File: src/rtl/rm_dfx_sequencer_if.sv
// rm_dfx_sequencer_if: PR-controller / RP-boundary / LED bundle around rm_dfx_sequencer
// Inputs to the sequencer: pr_req (level), pr_done/pr_err/sw_reset (1-cycle pulses), rm_led (RM LED value).
// Outputs from the sequencer: pr_ack, decouple, rm_rst, led_out, busy, error, state_dbg (all registered).
interface rm_dfx_sequencer_if #(parameter int LED_W = 4);
  logic             pr_req;
  logic             pr_done;
  logic             pr_err;
  logic             sw_reset;
  logic [LED_W-1:0] rm_led;
  logic             pr_ack;
  logic             decouple;
  logic             rm_rst;
  logic [LED_W-1:0] led_out;
  logic             busy;
  logic             error;
  logic [2:0]       state_dbg;
  modport slave (input pr_req, pr_done, pr_err, sw_reset, rm_led,
                 output pr_ack, decouple, rm_rst, led_out, busy, error, state_dbg);
  modport master (output pr_req, pr_done, pr_err, sw_reset, rm_led,
                  input pr_ack, decouple, rm_rst, led_out, busy, error, state_dbg);
endinterface

File: src/rtl/rm_dfx_sequencer.sv
// rm_dfx_sequencer: decouples, freezes and resets the LED-counter RM around partial reconfiguration
// Ports: clk, rst (sync, active-high); bus (slave modport) carries the PR handshake,
// the RM LED input and the registered decouple / rm_rst / led_out / status outputs.
module rm_dfx_sequencer #(
  parameter int LED_W           = 4,
  parameter int SETTLE_CYCLES   = 2,
  parameter int RST_HOLD_CYCLES = 16,
  parameter int TIMEOUT_CYCLES  = 16777215
) (
  input logic                clk,
  input logic                rst,
  rm_dfx_sequencer_if.slave  bus
);
  localparam int MX = SETTLE_CYCLES > RST_HOLD_CYCLES ? SETTLE_CYCLES : RST_HOLD_CYCLES;
  localparam int CW = $clog2(MX + 1);
  localparam int TW = TIMEOUT_CYCLES > 0 ? $clog2(TIMEOUT_CYCLES + 1) : 1;
  localparam logic [CW-1:0] SETTLE_LD = CW'(SETTLE_CYCLES - 1);
  localparam logic [CW-1:0] HOLD_LD   = CW'(RST_HOLD_CYCLES - 1);
  typedef enum logic [2:0] {
    RUN = 3'd0, DECOUPLE = 3'd1, WAIT_PR = 3'd2, RESET_RM = 3'd3, RELEASE = 3'd4, ERROR = 3'd5
  } state_t;
  state_t           state_q, state_d;
  logic [CW-1:0]    cnt_q, cnt_d;
  logic [TW-1:0]    tcnt_q, tcnt_d;
  logic             pr_req_q;
  logic             pr_ack_q, pr_ack_d;
  logic             decouple_q, decouple_d;
  logic             rm_rst_q, rm_rst_d;
  logic             busy_q, busy_d;
  logic             error_q, error_d;
  logic [LED_W-1:0] led_q, led_d;
  logic             tmo;
  // tcnt_q counts completed WAIT_PR cycles, so reaching TIMEOUT_CYCLES-1 means this edge is the last one
  assign tmo = (TIMEOUT_CYCLES != 0) && (tcnt_q == TW'(TIMEOUT_CYCLES - 1));
  always_comb begin
    state_d = state_q;
    cnt_d   = cnt_q;
    case (state_q)
      RUN:
        if (bus.pr_req) begin state_d = DECOUPLE; cnt_d = SETTLE_LD; end
        else if (bus.sw_reset) begin state_d = RESET_RM; cnt_d = HOLD_LD; end
      DECOUPLE:
        if (!bus.pr_req) begin state_d = RESET_RM; cnt_d = HOLD_LD; end
        else if (cnt_q == '0) state_d = WAIT_PR;
        else cnt_d = cnt_q - CW'(1);
      WAIT_PR:
        if (bus.pr_err || tmo) state_d = ERROR;
        else if (bus.pr_done || !bus.pr_req) begin state_d = RESET_RM; cnt_d = HOLD_LD; end
      RESET_RM:
        if (cnt_q == '0) state_d = RELEASE;
        else cnt_d = cnt_q - CW'(1);
      RELEASE: state_d = RUN;
      ERROR: if (bus.pr_req && !pr_req_q) state_d = WAIT_PR;
      default: begin state_d = RESET_RM; cnt_d = HOLD_LD; end
    endcase
    // cleared outside WAIT_PR so every entry (including a retry) starts from zero; saturates, never wraps
    tcnt_d     = state_q != WAIT_PR ? '0 : (tcnt_q == TW'(TIMEOUT_CYCLES) ? tcnt_q : tcnt_q + TW'(1));
    pr_ack_d   = state_d == WAIT_PR;
    decouple_d = state_d != RUN;
    rm_rst_d   = state_d inside {WAIT_PR, RESET_RM, ERROR};
    busy_d     = state_d != RUN;
    error_d    = state_d == ERROR;
    led_d      = state_q == RUN ? bus.rm_led : led_q;
  end
  always_ff @(posedge clk) begin
    if (rst) begin
      state_q    <= RESET_RM;
      cnt_q      <= HOLD_LD;
      tcnt_q     <= '0;
      pr_req_q   <= 1'b0;
      pr_ack_q   <= 1'b0;
      decouple_q <= 1'b1;
      rm_rst_q   <= 1'b1;
      busy_q     <= 1'b1;
      error_q    <= 1'b0;
      led_q      <= '0;
    end else begin
      state_q    <= state_d;
      cnt_q      <= cnt_d;
      tcnt_q     <= tcnt_d;
      pr_req_q   <= bus.pr_req;
      pr_ack_q   <= pr_ack_d;
      decouple_q <= decouple_d;
      rm_rst_q   <= rm_rst_d;
      busy_q     <= busy_d;
      error_q    <= error_d;
      led_q      <= led_d;
    end
  end
  assign bus.pr_ack    = pr_ack_q;
  assign bus.decouple  = decouple_q;
  assign bus.rm_rst    = rm_rst_q;
  assign bus.busy      = busy_q;
  assign bus.error     = error_q;
  assign bus.led_out   = led_q;
  assign bus.state_dbg = state_q;
endmodule

File: src/flat_wrapper.sv
// flat-port wrapper written by rule: the top's interface ports become plain ports
module rm_dfx_sequencer_flat 
#(
  parameter int LED_W           = 4,
  parameter int SETTLE_CYCLES   = 2,
  parameter int RST_HOLD_CYCLES = 16,
  parameter int TIMEOUT_CYCLES  = 16777215
)
  (clk, rst, bus_pr_req, bus_pr_done, bus_pr_err, bus_sw_reset, bus_rm_led, bus_pr_ack, bus_decouple, bus_rm_rst, bus_led_out, bus_busy, bus_error, bus_state_dbg);
  rm_dfx_sequencer_if #(.LED_W(LED_W)) bus_i ();
  input logic clk;
  input logic rst;
  input wire logic [$bits(bus_i.pr_req)-1:0] bus_pr_req;
  input wire logic [$bits(bus_i.pr_done)-1:0] bus_pr_done;
  input wire logic [$bits(bus_i.pr_err)-1:0] bus_pr_err;
  input wire logic [$bits(bus_i.sw_reset)-1:0] bus_sw_reset;
  input wire logic [$bits(bus_i.rm_led)-1:0] bus_rm_led;
  output wire logic [$bits(bus_i.pr_ack)-1:0] bus_pr_ack;
  output wire logic [$bits(bus_i.decouple)-1:0] bus_decouple;
  output wire logic [$bits(bus_i.rm_rst)-1:0] bus_rm_rst;
  output wire logic [$bits(bus_i.led_out)-1:0] bus_led_out;
  output wire logic [$bits(bus_i.busy)-1:0] bus_busy;
  output wire logic [$bits(bus_i.error)-1:0] bus_error;
  output wire logic [$bits(bus_i.state_dbg)-1:0] bus_state_dbg;
  assign bus_i.pr_req = bus_pr_req;
  assign bus_i.pr_done = bus_pr_done;
  assign bus_i.pr_err = bus_pr_err;
  assign bus_i.sw_reset = bus_sw_reset;
  assign bus_i.rm_led = bus_rm_led;
  assign bus_pr_ack = bus_i.pr_ack;
  assign bus_decouple = bus_i.decouple;
  assign bus_rm_rst = bus_i.rm_rst;
  assign bus_led_out = bus_i.led_out;
  assign bus_busy = bus_i.busy;
  assign bus_error = bus_i.error;
  assign bus_state_dbg = bus_i.state_dbg;
  rm_dfx_sequencer #(.LED_W(LED_W), .SETTLE_CYCLES(SETTLE_CYCLES), .RST_HOLD_CYCLES(RST_HOLD_CYCLES), .TIMEOUT_CYCLES(TIMEOUT_CYCLES)) u_core (.clk(clk), .rst(rst), .bus(bus_i));
endmodule
File: config.mk
export PLATFORM = sky130hd
export DESIGN_NAME = rm_dfx_sequencer_flat
export DESIGN_NICKNAME = d
export VERILOG_FILES = /design/src/rtl/rm_dfx_sequencer_if.sv /design/src/rtl/rm_dfx_sequencer.sv /design/src/flat_wrapper.sv
export SDC_FILE = /design/constraint.sdc
export NUM_CORES = 1
export LEC_CHECK = 0
export CORE_ASPECT_RATIO = 0.8
export CORE_MARGIN = 1
export CORE_UTILIZATION = 50
export CTS_CLUSTER_DIAMETER = 50
export DETAILED_ROUTE_END_ITERATION = 7
export DONT_BUFFER_PORTS = 1
export PLACE_DENSITY = 0.73
export SYNTH_ARGS = -nofsm -noshare
export SYNTH_HDL_FRONTEND = slang
export SYNTH_SLANG_ARGS = --single-unit
export TNS_END_PERCENT = 30
File: constraint.sdc
create_clock -name clk -period 7.5 [get_ports clk]
set_clock_uncertainty 0.15 [all_clocks]
set_input_delay 0.75 -clock clk [delete_from_list [all_inputs] [get_ports clk]]
set_output_delay 0.75 -clock clk [all_outputs]
set_load 0.01 [all_outputs]
### After elaboration in Yosys (flattened, before gate mapping)

Cells that the tools add are included.
Widths: inputs -> output; s select.

| word-level totals | value |
|---|---|
| register bits | 41 |
| bits in latches | 0 |
| bits in writable memories | 0 |
| memory bits (read-only) | 0 |
| output and inout bits | 12 |
| word-level logic and storage cells | 54 |
| memories | 0 |

| cells by class | value |
|---|---|
| $add $sub $neg | 2 |
| $mul | 0 |
| div/mod/pow operators | 0 |
| $lt $le $gt $ge | 0 |
| equality and inequality tests | 14 |
| shift operators | 0 |
| mux-type cells | 16 |
| bitwise gates (word level) | 1 |
| reductions and logical operators | 12 |

Operators by type and width:

| operator | count |
|---|---|
| $eq 24x24->1 const B | 2 |
| $mux 5 | 6 |
| $pmux 5 s5 | 1 |
| $add 24x1->24 const B | 1 |
| $mux 3 | 8 |
| $pmux 3 s6 | 1 |
| $eq 3x2->1 const B | 4 |
| $eq 3x3->1 const B | 3 |
| $reduce_bool 3->1 | 2 |
| $logic_not 5->1 | 1 |
| $sub 5x1->5 const B | 1 |
| $reduce_and 4->1 | 1 |
| $reduce_or 2->1 | 2 |
| $eq 3x1->1 const B | 1 |
| $logic_not 3->1 | 1 |
| $ne 3x2->1 const B | 1 |
| $ne 3x3->1 const B | 1 |
| $logic_not 1->1 | 2 |
| $logic_or 1x1->1 | 2 |
| $ne 2x1->1 const B | 1 |
| $ne 2x2->1 const B | 1 |
| $logic_and 1x1->1 | 1 |
| $not 1->1 | 1 |

### Longest topological paths before layout

| depth | value |
|---|---|
| depth after elaboration | 7 |
| gate-level depth with buffers | 8 |
| gate-level depth less buffers | 7 |

### Worst setup path after synthesis

Ideal clock, no wire load.

| timing path | value |
|---|---|
| path type | flip-flop to flip-flop |
| start point | register u_core.cnt_q[0] |
| end point | register u_core.decouple_q, in the netlist u_core.bus.decouple |
| library setup time | 0.127 ns |
| arrival time | 2.175 ns |
| data required time | 7.223 ns |
| setup slack | 5.048 ns |
| stages on the path, launching flop included | 9 |
| buffers on the path | 1 |
| period minus slack after synthesis | 2.452 ns |
| cells stage by stage | dfxtp_1 inv_1 ha_1 or4b_1 buf_2 a211oi_2 a31oi_1 or4_4 or3b_1 |

| on the way | value |
|---|---|
| cells in the longest elaborated chain, start to end | 5 |
| elaborated cells between the ends (all ways) | 6 |

Ends and longest elaborated chain:

| what | RTL line | source |
|---|---|---|
| start, declared | rm_dfx_sequencer.sv:23 | `logic [CW-1:0] cnt_q, cnt_d;` |
| start signal, assigned | rm_dfx_sequencer.sv:79 | `cnt_q <= cnt_d;` |
| $logic_not 5->1 * | rm_dfx_sequencer.sv:44, rm_dfx_sequencer.sv:50 |  |
| $mux 3 | rm_dfx_sequencer.sv:44 | `else if (cnt_q == '0) state_d = WAIT_PR;` |
| $mux 3 | rm_dfx_sequencer.sv:43 | `if (!bus.pr_req) begin state_d = RESET_RM; cnt_d = HOLD_LD; end` |
| $pmux 3 s6 * | rm_dfx_sequencer.sv:38 | `case (state_q)` |
| $reduce_bool 3->1 * | rm_dfx_sequencer.sv:59 | `decouple_d = state_d != RUN;` |
| end signal, assigned | rm_dfx_sequencer.sv:83 | `decouple_q <= decouple_d;` |
| end, declared | rm_dfx_sequencer.sv:27 | `logic decouple_q, decouple_d;` |

Mark *: on every way between the ends. The rest lies on a longest branch, timed or not.
A chain may end at the register's enable or synchronous reset.

### Final worst setup path

Ends and elaborated chain as after synthesis.

==> summary.txt <==
first-pass GRT wire length: 6.66 mm
Worst-Margin Slew: 0.866 ns
power share of the clock group: 38.0%
final cell count without fillers: 296
Seq pwr share: 60.5%
CP peak stage delay: 0.59 ns
peak supply drop: 141 uV
worst hold stages: 1
Pleak: 0.000748 uW
TNS Setup: 0 ns
Reg area: 821 sq um
via/cell ratio: 5.63
Slew Viols, Final: 0
detailed placement HPWL: 2.75 mm
count leader, synth: dfxtp_1
CTS Sinks: 41
Syn Inst Count: 243
P_int: 287 uW
Worst EP arrival: 2.65 ns
Syn Area/Cell: 8.43 sq um
Diodes inserted: 0
relative slew slack: 42.2%
PortBufs: 0
Hold Path Class: reg -> reg
final WL: 3.89 mm
fmax: 382 MHz
vias in the first global route: 1450
CTS Hold Buffers Added: 0
Req. time, crit path: 7.53 ns
drt initial violations: 98
Post-CTS Setup Inserts: 0
crit path from: u_core.cnt_q[0]$_SDFFE_PP1P_
mapped cell area: 2050 sq um
sw frac: 21.4%
area of the die: 4360 sq um
final setup vio count: 0
CP Max Fanout: 7
buffers plus inverters on the worst setup path: 1
Synth area leaders: dfxtp_1 (40%), nor2_1 (6.2%), xnor2_1 (5.6%)
Die X: 73.6 um
Initial Utilization: 53.2%
Initial DRT Pass Iterations: 4
clock root buffer: clkbuf_8
post-synth top area cell: dfxtp_1
mean routed wirelength per cell: 13.1 um
Startpoint Class: flip-flop
pin count of the biggest net entering global routing: 24
Worst path slowest cell: or4b_1
Routability Congestion: 0.803
Top FF cell, synth: dfxtp_1
flop2flop setup slack: 4.88 ns
Worst-Skew Late Latency: 0.29 ns
element type at the critical path end: flip-flop
NumNets Final: 254
post-placement cell count: 288
CTS tree: built
Post-CTS Resized: 0
Final Hold Viols: 0
PD cells: 168 nW/um^2
clk buf depth: 2
layout cells sized above 1: 7.05%
Post-Syn Nets: 257
initial antenna violation count: 0
crit-path cells: inv_1 > ha_1 > or4b_1 > a211oi_2 > a31oi_1 > or4_4 > or3b_1
Yosys top cell area share: 40.0%
Final ANT Viol Nets: 0
CTS buffer count: 5
delay-heaviest family, CP: simple AND/OR/NAND/NOR gates
Worst Reg2Reg Path Length in Cells: 7
Synth cell types: 44
status: completed
Residual DRC: 0
via count: 1665
EDFF count, synth: 0
sw power: 78.0 uW
Stages on worst setup path: 7
Ports: 22
CP endpoint: u_core.bus.decouple$_SDFF_PP1_
critical path class: reg -> reg
Area Overhead vs Synth: 5.62%
RR Startpoint: u_core.cnt_q[0]$_SDFFE_PP1P_
Synth Register Bits: 41
Clock transition at path regs: 0.08 ns
Async SR Flop Fraction: 0%
Logic pwr share: 1.5%
fin crit period: 2.62 ns
Total GRT Usage: 20.0%
CTS HTree Levels: 2
area of the multi-input gates: 1150 sq um
r2r endpoint: u_core.bus.decouple$_SDFF_PP1_
number of fill cells in the layout: 373
post-synthesis sequential area ratio: 40.0%
Max-cap violations: 0
fin crit share: 34.9%
warnings from Yosys: 0
fin util: 56.2%
Min Hold Slack: 0.321 ns
core area: 3850 sq um
Die H: 59.3 um
synth cell count leaders: dfxtp_1 (41), nor2_1 (34), nand2_1 (17), xnor2_1 (13), a21oi_1 (11)
total grt overflow: 0
RSZ-0062 raised after global routing: no
Rows: 20
final cells by class:
| type | instances | share of cell area, % |
|---|---|---|
| Sequential cell | 41 | 37.9 |
| Clock inverter | 3 | 0.809 |
| Clock buffer | 5 | 3.18 |
| Tap cell | 55 | 3.18 |
| Multi-Input combinational cell | 183 | 53.2 |
| Inverter | 8 | 1.39 |
| Timing Repair Buffer | 1 | 0.347 |
power groups by stage:
| stage | registers, uW | clock network, uW | logic [uW] |
|---|---|---|---|
| 5_1_grt | 221 | 154 | 6.45 |
| 3_3_place_gp | 225 | 0 | 5.44 |
| 6_report | 220 | 138 | 5.65 |
| 4_1_cts | 220 | 143 | 5.65 |
| 3_5_place_dp | 226 | 0 | 5.56 |
| 2_1_floorplan | 225 | 0 | 5.95 |
registers in the layout, summed over array words and instances, names as in the netlist:
register,cells
u_core.bus.error,1
u_core.bus.state_dbg,3
u_core.bus.decouple,1
u_core.cnt_q,5
u_core.bus.rm_rst,1
u_core.bus.pr_ack,1
u_core.tcnt_q,24
u_core.bus.led_out,4
u_core.pr_req_q,1
cells in the final DEF (no fill, tap or decap), types with 8 or more instances in the layout:
| cell type | count |
|---|---|
| nand3_1 | 9 |
| nor2_1 | 34 |
| xnor2_1 | 13 |
| dfxtp_1 | 41 |
| nand2_1 | 17 |
| a21oi_1 | 11 |
| a211oi_1 | 10 |
| nor3_1 | 9 |
| nand4_1 | 8 |
| inv_1 | 8 |
routing by layer:
metal | track usage, % | wire [um]
met4 | 8.52 | 63
met1 | 29.2 | 2100
met2 | 27.8 | 1560
met3 | 4.93 | 166
met5 | 0 | 0
stage by stage:
step | area (sq um) | power, uW | worst slack, ns
6_report | 2160 | 365 | 4.88
5_1_grt | 2160 | 381 | 4.73
4_1_cts | 2160 | 369 | 4.89
3_5_place_dp | 2080 | 231 | 4.90
3_3_place_gp | 2080 | 231 | 4.93
2_1_floorplan | 2050 | 231 | 5.05
worst min path at each step:
stage	slack (ns)	end	startpoint
2_1_floorplan	0.29	u_core.cnt_q[4]$_SDFFE_PP0P_	u_core.cnt_q[4]$_SDFFE_PP0P_
3_5_place_dp	0.31	u_core.cnt_q[4]$_SDFFE_PP0P_	u_core.cnt_q[4]$_SDFFE_PP0P_
5_1_grt	0.35	u_core.bus.state_dbg[2]$_SDFF_PP0_	rst
4_1_cts	0.32	u_core.cnt_q[4]$_SDFFE_PP0P_	u_core.cnt_q[4]$_SDFFE_PP0P_
3_3_place_gp	0.32	u_core.cnt_q[4]$_SDFFE_PP0P_	u_core.cnt_q[4]$_SDFFE_PP0P_
6_report	0.32	u_core.cnt_q[4]$_SDFFE_PP0P_	u_core.cnt_q[4]$_SDFFE_PP0P_
kinds of logic after synthesis:
logic type | Yosys count | synth area share [%]
buf+inv | 19 | 3.79
flops | 41 | 40.0
simple gates | 109 | 27.7
mux | 6 | 2.93
compound gates | 49 | 16.7
xor+xnor | 15 | 6.41
fa+ha+maj | 4 | 2.44
No activity file was read; power rests on OpenSTA's default activity.
